[src/rtl/pulse_stretcher_pkg.sv]
// Shared types and default timing for the pulse stretcher and its pending queue.
package pulse_stretcher_pkg;

  localparam logic [1:0] ST_IDLE = 2'd0;
  localparam logic [1:0] ST_HIGH = 2'd1;
  localparam logic [1:0] ST_GAP  = 2'd2;

  typedef enum logic [1:0] {
    IDLE = ST_IDLE,
    HIGH = ST_HIGH,
    GAP  = ST_GAP
  } state_t;

  // Defaults assume a 100 MHz clk: 10 ms high window, 5 ms low gap.
  localparam int unsigned CLK_HZ              = 100_000_000;
  localparam int unsigned DEFAULT_HIGH_CYCLES = CLK_HZ / 100;
  localparam int unsigned DEFAULT_GAP_CYCLES  = CLK_HZ / 200;
  localparam int unsigned DEFAULT_MAX_PENDING = 7;

  function automatic int unsigned max_u(input int unsigned a, input int unsigned b);
    return (a > b) ? a : b;
  endfunction

  function automatic int unsigned width_for(input int unsigned n);
    return (n <= 1) ? 1 : $clog2(n);
  endfunction

endpackage

[src/rtl/pulse_stretcher_sat_counter.sv]
// Saturating up/down counter; simultaneous inc and dec hold the count.
module sat_counter #(
  parameter  int unsigned MAX = 7,
  localparam int unsigned W   = $clog2(MAX + 1)
) (
  input  logic         clk,
  input  logic         rst_n,
  input  logic         clr,
  input  logic         inc,
  input  logic         dec,
  output logic [W-1:0] count,
  output logic         full,
  output logic         empty
);

  localparam logic [W-1:0] MAX_VAL = W'(MAX);

  assign full  = (count == MAX_VAL);
  assign empty = (count == '0);

  always_ff @(posedge clk or negedge rst_n) begin
    if (!rst_n) begin
      count <= '0;
    end else if (clr) begin
      count <= '0;
    end else if (inc && !dec && !full) begin
      count <= count + W'(1);
    end else if (dec && !inc && !empty) begin
      count <= count - W'(1);
    end
  end

endmodule

[src/rtl/pulse_stretcher.sv]
// Stretches single-cycle strobes into fixed-width high windows separated by a
// guaranteed low gap, queueing strobes that arrive while a window is active.
module pulse_stretcher
  import pulse_stretcher_pkg::*;
#(
  parameter  int unsigned HIGH_CYCLES = DEFAULT_HIGH_CYCLES,
  parameter  int unsigned GAP_CYCLES  = DEFAULT_GAP_CYCLES,
  parameter  int unsigned MAX_PENDING = DEFAULT_MAX_PENDING,
  localparam int unsigned PW          = $clog2(MAX_PENDING + 1)
) (
  input  logic          clk,
  input  logic          rst_n,
  input  logic          pulse_in,
  input  logic          clear,
  output logic          level_out,
  output logic          busy,
  output logic [PW-1:0] pending,
  output logic          overflow
);

  localparam int unsigned     TW        = width_for(max_u(HIGH_CYCLES, GAP_CYCLES));
  localparam logic [TW-1:0]   HIGH_LOAD = TW'(HIGH_CYCLES - 1);
  localparam logic [TW-1:0]   GAP_LOAD  = TW'(GAP_CYCLES - 1);

  state_t          state_q, state_d;
  logic [TW-1:0]   timer_q, timer_d;
  logic            level_d;
  logic            ovf_d;
  logic            q_inc, q_dec, q_clr, q_full, q_empty;

  sat_counter #(
    .MAX (MAX_PENDING)
  ) u_pending (
    .clk   (clk),
    .rst_n (rst_n),
    .clr   (q_clr),
    .inc   (q_inc),
    .dec   (q_dec),
    .count (pending),
    .full  (q_full),
    .empty (q_empty)
  );

  assign busy = (state_q != IDLE);

  always_ff @(posedge clk or negedge rst_n) begin
    if (!rst_n) begin
      state_q   <= IDLE;
      timer_q   <= '0;
      level_out <= 1'b0;
      overflow  <= 1'b0;
    end else begin
      state_q   <= state_d;
      timer_q   <= timer_d;
      level_out <= level_d;
      overflow  <= ovf_d;
    end
  end

  always_comb begin
    state_d = state_q;
    timer_d = timer_q;
    level_d = level_out;
    ovf_d   = 1'b0;
    q_inc   = 1'b0;
    q_dec   = 1'b0;
    q_clr   = 1'b0;

    if (clear) begin
      state_d = IDLE;
      timer_d = '0;
      level_d = 1'b0;
      q_clr   = 1'b1;
    end else begin
      unique case (state_q)
        IDLE: begin
          if (pulse_in) begin
            state_d = HIGH;
            timer_d = HIGH_LOAD;
            level_d = 1'b1;
          end
        end
        HIGH: begin
          if (timer_q == '0) begin
            state_d = GAP;
            timer_d = GAP_LOAD;
            level_d = 1'b0;
          end else begin
            timer_d = timer_q - TW'(1);
          end
          if (pulse_in) begin
            if (q_full) ovf_d = 1'b1;
            else        q_inc = 1'b1;
          end
        end
        GAP: begin
          if (timer_q == '0) begin
            // Last gap cycle: a queued pulse and a fresh strobe both start the
            // next window; with both present the queue nets out unchanged.
            q_dec = !q_empty;
            q_inc = pulse_in && !q_empty;
            if (!q_empty || pulse_in) begin
              state_d = HIGH;
              timer_d = HIGH_LOAD;
              level_d = 1'b1;
            end else begin
              state_d = IDLE;
            end
          end else begin
            timer_d = timer_q - TW'(1);
            if (pulse_in) begin
              if (q_full) ovf_d = 1'b1;
              else        q_inc = 1'b1;
            end
          end
        end
        default: begin
          state_d = IDLE;
          timer_d = '0;
          level_d = 1'b0;
        end
      endcase
    end
  end

endmodule

[config.mk]
export PLATFORM = sky130hd
export DESIGN_NAME = pulse_stretcher
export DESIGN_NICKNAME = d
export VERILOG_FILES = /design/src/rtl/pulse_stretcher_pkg.sv /design/src/rtl/pulse_stretcher_sat_counter.sv /design/src/rtl/pulse_stretcher.sv
export SDC_FILE = /design/constraint.sdc
export NUM_CORES = 1
export LEC_CHECK = 0
export ABC_AREA = 1
export BUFFER_PORTS_ARGS = -buffer_cell sky130_fd_sc_hd__buf_2
export CORE_MARGIN = 5
export CORE_UTILIZATION = 50
export CTS_CLUSTER_DIAMETER = 30
export DETAILED_ROUTE_END_ITERATION = 6
export GPL_TIMING_DRIVEN = 0
export PLACE_DENSITY = 0.77
export SYNTH_ARGS = -nofsm -noshare
export SYNTH_HDL_FRONTEND = slang
export SYNTH_SLANG_ARGS = --single-unit
[constraint.sdc]
create_clock -name clk -period 2.1 [get_ports clk]
set_input_delay 0.315 -clock clk [delete_from_list [all_inputs] [get_ports clk]]
set_output_delay 0.315 -clock clk [all_outputs]
set_load 0.01 [all_outputs]
==> results of run 1 <==
logic make-up after synthesis:
kind of cell    Yosys count  share of synthesized area
simple gates            151                     0.3620
compound gates           41                     0.1276
buf+inv                  37                    0.07747
flops                    27                     0.3516
xor+xnor                  7                    0.03190
fa+ha+maj                 7                    0.04948
area by class of cell:
type | instances | area, um2
buffer | 3 | 21.27
clock buffer | 3 | 41.29
sequential | 27 | 675.6
clock inverter | 1 | 8.758
timing repair buffer | 35 | 256.5
inverter | 34 | 127.6
tap | 48 | 60.06
multi-input combinational | 206 | 1184
fill | 322 | 1314
state kept, by name, summed over array words and instances (netlist names):
signal and cells:
timer_q 20, u_pending.count 3, state_q 2, level_out 1
overflow 1
worst max-delay path: stages, from the launching register on:
cell	delay, ns
dfrtp_1	0.46
nor2_1	0.13
nand2_1	0.09
nor2_4	0.16
nand3_4	0.13
buf_6	0.15
a21oi_4	0.15
nand3_4	0.09
inv_2	0.08
fa_2	0.42
nor2_1	0.11
nand2_1	0.07
o21ai_1	0.09
cell usage in the layout, fill, tap and decap left out, types with 7 or more instances in the layout:
cell	count
buf_2	11
buf_4	24
nand3_1	16
o21ai_1	7
o21ai_0	13
inv_1	25
nor2_1	27
nand2_1	77
dfrtp_1	27
a21oi_1	9
inv_2	9
per-stage QoR:
step                worst slack, ns  setup TNS (ns)  cells  hold slack (ns)
detailed placement          -0.3031         -0.5255    327           0.3816
global placement            -0.2784         -0.4299    327           0.3705
finish                      -0.1104         -0.1869    357          0.02984
floorplan                   -0.1128         -0.1128    270          0.01941
global route                -0.2077         -0.3906    357          0.07351
CTS                       -0.007145        -0.01340    347          0.05511
worst max-delay path by stage:
stage          cells past startpoint  startpoint                  to  slack [ns]
2_1_floorplan                     16  timer_q[0]  u_pending.count[2]       -0.11
3_3_place_gp                      16  timer_q[0]  u_pending.count[2]       -0.28
3_5_place_dp                      16  timer_q[0]  u_pending.count[2]       -0.30
4_1_cts                           13  timer_q[0]  u_pending.count[1]      -0.007
5_1_grt                           13  timer_q[0]  u_pending.count[1]       -0.21
6_report                          12  timer_q[4]  u_pending.count[1]       -0.11
timing repair:
action	CTS	global route
gates resized for setup	7	11
endpoints found under the setup margin	4	24
endpoints found under the hold margin	0	0
setup buffers	16	10
cloned	0	0
pin swaps	9	8
metal layers:
layer,up-vias,global-route usage
li1,949,-
met1,896,0.2474
met2,42,0.3143
met3,5,0.02078
met4,0,0.05428
met5,-,0
power breakdown:
| part | total, uW | leakage (uW) | switching [uW] | internal [uW] |
|---|---|---|---|---|
| registers | 855 | 0.000356 | 173 | 682 |
| clock network | 329 | 0.0000261 | 189 | 140 |
| logic | 1990 | 0.000808 | 1180 | 812 |
==> impl_metrics.ini, run 1 <==
[route]
post-route-drc-count = 0
dr.pass1.iters = 5
routed_wl_mm = 4.792
antenna_left = 0
num_vias = 1892
drt-wirelength-per-cell_um = 13.42
drt-met1-wl_mm = 2.179
wl_met3_um = 184
routed.top_layer = met4
met2WireLength_mm = 2.375
vias_per_cell = 5.300
drtIter0Drc = 112

[global_route]
grt.total_usage = 0.1847
grt_start_max_net_pins = 28
grt_pass1_vias = 1748
grt-ovfl-total = 0
antenna_found_initial = 0
grt_pass1_wl_mm = 7.748

[clock_tree]
cts_max_level = 1
tritoncts = yes
cts_root_buf = clkbuf_8
hold_buffers = 0
cts_made_buffers = 3
clk_latency_ns = 0.29
cts.sinks = 27
cts.clk_slew.worst_paths_ns = 0.11
cts_buffer_depth = 2

[setup_path]
reg2reg_to = u_pending.count[1]
r2r-start = timer_q[4]
ff2ff_path_depth = 12
reg2reg_slack_ns = -0.11
critPathLaunchType = register
endpoint_kind = register
worstPathRequired_ns = 2.31
worstPathMaxFanout = 5
crit_type = register to register
critPathArrivalTime_ns = 2.42

[synth]
yosys_warnings = 0
synth_edf_count = 0
synth-seq-cells = 27
avgSynthCellArea_um2 = 7.118
async_flop_share = 1.000
ys_seq_area_frac = 0.3516
synth_flop_cell = dfrtp_1
synth_nets = 281
synth_top_area_share = 0.3516
syn_inst = 270
yosysUniqueCellTypes = 30
synth_area_leaders = dfrtp_1 35%, nand2_1 15%, nor2_1 6.1%
synth_top_area_cell = dfrtp_1
syn_area_um2 = 1922
yosysMostFrequentCell = nand2_1
synth_common_cells = 79 x nand2_1, 31 x nor2_1, 30 x inv_1

[layout]
antenna_cells = 0
layout.nets = 321
drive_gt1_frac = 0.2686
final_cell_area_um2 = 2375
synthToLayoutAreaGrowth_pct = 23.57
utilization = 0.6438

[timing]
hold_viol = 0
fin_skew_ns = 0.01522
slew_headroom = 0.5715
tightest_slew_ns = 0.6428
finalWorstSetupSlack_ns = -0.1104
rsz0062_at_grt = yes
layout_min_cycle_time_ns = 2.210
finalSetupViolCount = 2
fin_crit_sh = 1.053
fmax_mhz = 452.4
finalMaxSlewViolations = 0

[place]
gp_congestion = 0.8583
port_buffers = 9
placed_cell_area_um2 = 2062
place_hpwl_mm = 3.076

[floorplanning]
die_w_um = 72.00
start_util = 0.5210
ios = 10
die_h_um = 72.00
row_count = 22
core-area_um2 = 3689
dieArea_um2 = 5183

[power_and_ir_drop]
power.leakage_uw = 0.001190
ir_drop_uv = 757.7
p_per_area_nw_per_um2 = 1337
power_uw = 3176

[run]
cap_violations = 0

[hold_path]
hp-class = input pin to asynchronous set/reset pin

[outcome]
outcome = complete, but fails checks
violations = negative setup slack
No activity file was read; power rests on OpenSTA's default activity.
==> inputs of run 2 (changes only) <==
--- a/config.mk
+++ b/config.mk
@@ -12,7 +12,7 @@
 export CTS_CLUSTER_DIAMETER = 30
 export DETAILED_ROUTE_END_ITERATION = 6
 export GPL_TIMING_DRIVEN = 0
-export PLACE_DENSITY = 0.77
+export PLACE_DENSITY = 0.69
 export SYNTH_ARGS = -nofsm -noshare
 export SYNTH_HDL_FRONTEND = slang
 export SYNTH_SLANG_ARGS = --single-unit
==> run 2 against run 1 <==
Compared with the run above:
- count of clock-buffer cells in the layout did not move
- sequential share of layout area rose by 0.56 points
- die area did not move
- the run still ends with negative setup slack left
- register-to-register slack improved by 0.04 ns
- sequential power fell by 1%
- routed wire length fell by 4.6%
- non-clock buffer count fell by 4
- global-route usage rose by 0.28 points
- clock skew fell by 0.0082 ns
- sequential cell count did not move
- critical path depth rose by 1
- largest power group unchanged
==> impl_metrics.ini, run 2 (synthesis results as in run 1) <==
[power_and_ir_drop]
power.leakage_uw = 0.001170
clkPwrFrac = 0.100
power_uw = 3139
pwr-share-comb = 0.630
ir_drop_uv = 637.5
switching_share = 0.4763
switching_power_uw = 1495
internal_power_uw = 1644
p_per_area_nw_per_um2 = 1345
seqPwrFrac = 0.269

[floorplanning]
die_h_um = 72.00
row_count = 22
ios = 10
die_w_um = 72.00
start_util = 0.5210
core-area_um2 = 3689
dieArea_um2 = 5183

[route]
drtIter0Drc = 83
drt-wirelength-per-cell_um = 12.95
num_vias = 1843
post-route-drc-count = 0
vias_per_cell = 5.221
antenna_left = 0
dr.pass1.iters = 4
routed_wl_mm = 4.572

[clock_tree]
cts_root_buf = clkbuf_8
cts_buffer_depth = 2
hold_buffers = 0
tritoncts = yes
cts.sinks = 27
cts.clk_slew.worst_paths_ns = 0.10
cts_max_level = 1
cts_made_buffers = 3
clk_latency_ns = 0.28

[layout]
n_fill_cell = 333
synthToLayoutAreaGrowth_pct = 21.42
ff_latch_area_um2 = 676.9
multi_input_area_um2 = 1174
largest_register_ff_count = 20
utilization = 0.6326
antenna_cells = 0
final_cell_area_um2 = 2333
drive_gt1_frac = 0.2623
final_cell_mix = 78 x nand2_1, 26 x nor2_1, 26 x dfrtp_1
layout.nets = 317
regMostFlops = timer_q
largestRegisters = timer_q x20, u_pending.count x3, state_q x2
final_common_cell = nand2_1

[global_route]
grt-ovfl-total = 0
grt_pass1_vias = 1705
grt_start_max_net_pins = 28
grt_pass1_wl_mm = 7.845
antenna_found_initial = 0
grt.total_usage = 0.1875

[timing]
rsz0062_at_grt = yes
layout_min_cycle_time_ns = 2.167
slew_headroom = 0.5674
fin_skew_ns = 0.007062
fin_crit_sh = 1.032
finalSetupViolCount = 2
fmax_mhz = 461.6
hold_slack_ns = 0.04516
hold_viol = 0
tightest_slew_ns = 0.6489
finalWorstSetupSlack_ns = -0.06653
finalMaxSlewViolations = 0

[outcome]
outcome = complete, but fails checks
violations = negative setup slack

[place]
placed_cell_area_um2 = 2062
place_hpwl_mm = 3.174
gp_congestion = 0.8012
port_buffers = 9

[setup_path]
worstPathRequired_ns = 2.32
cpPeakStageDelay_ns = 0.42
worstPathMaxFanout = 5
crit_type = register to register
critPathArrivalTime_ns = 2.38
worst_path_max_delay_cell = fa_2
endpoint_kind = register
cp_cell_sequence = inv_2 > ha_4 > nand2_4 > nor2_4 > nand3_4 > buf_6 > a21oi_4 > nand3_4 > inv_2 > fa_2 > nor2_1 > nand2_1 > o21ai_1
critPathLaunchType = register

[run]
cap_violations = 0

[hold_path]
hp-class = input pin to asynchronous set/reset pin
-- run 2: metrics by stage --
step           std cells  setup WS, ns  TNS (ns)
6_report             353      -0.06653   -0.1175
3_5_place_dp         327       -0.3088   -0.5330
4_1_cts              345      -0.03675  -0.05413
2_1_floorplan        270       -0.1128   -0.1128
5_1_grt              353       -0.2134    -2.266
3_3_place_gp         327       -0.3019   -0.5259
-- run 2: final cells by class --
| cell class | count | share of cell area |
|---|---|---|
| Buffer | 3 | 0.009115 |
| Clock buffer | 3 | 0.01769 |
| Clock inverter | 1 | 0.002145 |
| Inverter | 34 | 0.06059 |
| Multi-Input combinational cell | 206 | 0.5030 |
| Sequential cell | 27 | 0.2901 |
| Tap cell | 48 | 0.02574 |
| Timing Repair Buffer | 31 | 0.09169 |
-- run 2: worst max-delay path, delay by kind of cell (launching register included) --
family	cells	cell delay (ns)
flops	1	0.40
simple gates	6	0.59
buf+inv	3	0.31
compound gates	2	0.23
fa+ha+maj	2	0.57
-- run 2: final timing paths --
| kind | start | end | slack [ns] | cells after the start |
|---|---|---|---|---|
| worst max-delay path | timer_q[0] | u_pending.count[1] | -0.07 | 13 |
| worst min-delay path | rst_n | state_q[0] | 0.05 | 1 |
| worst max register to register | timer_q[0] | u_pending.count[1] | -0.07 | 13 |
| worst min register to register | timer_q[6] | timer_q[6] | 0.49 | 1 |
| max in group asynchronous | rst_n | timer_q[17] | 1.60 | 1 |
| min in group clk | pulse_in | overflow | 0.30 | 3 |
-- run 2: power by group through the flow --
stage	Clock, uW	Combinational [uW]	Sequential, uW
after floorplan	0	1280	833
after global placement	0	1580	864
after detailed placement	0	1600	864
after CTS	319	1810	838
after global routing	343	2220	870
final	315	1980	846
-- run 2: per-layer routing --
| layer | share of wire | wire length (um) | up-vias | GRT usage |
|---|---|---|---|---|
| met5 | 0 | 0 | - | 0 |
| met4 | 0.012 | 54 | 0 | 0.05428 |
| met3 | 0.035 | 160 | 5 | 0.02216 |
| met2 | 0.48 | 2207 | 35 | 0.3112 |
| met1 | 0.47 | 2151 | 867 | 0.2569 |
| li1 | - | - | 936 | - |
-- run 2: repair_timing --
item / in CTS / in global routing
pin swaps: 6 / 3
endpoints found under the setup margin: 4 / 25
setup buffers: 14 / 8
resized for setup: 11 / 7
cloned: 0 / 0
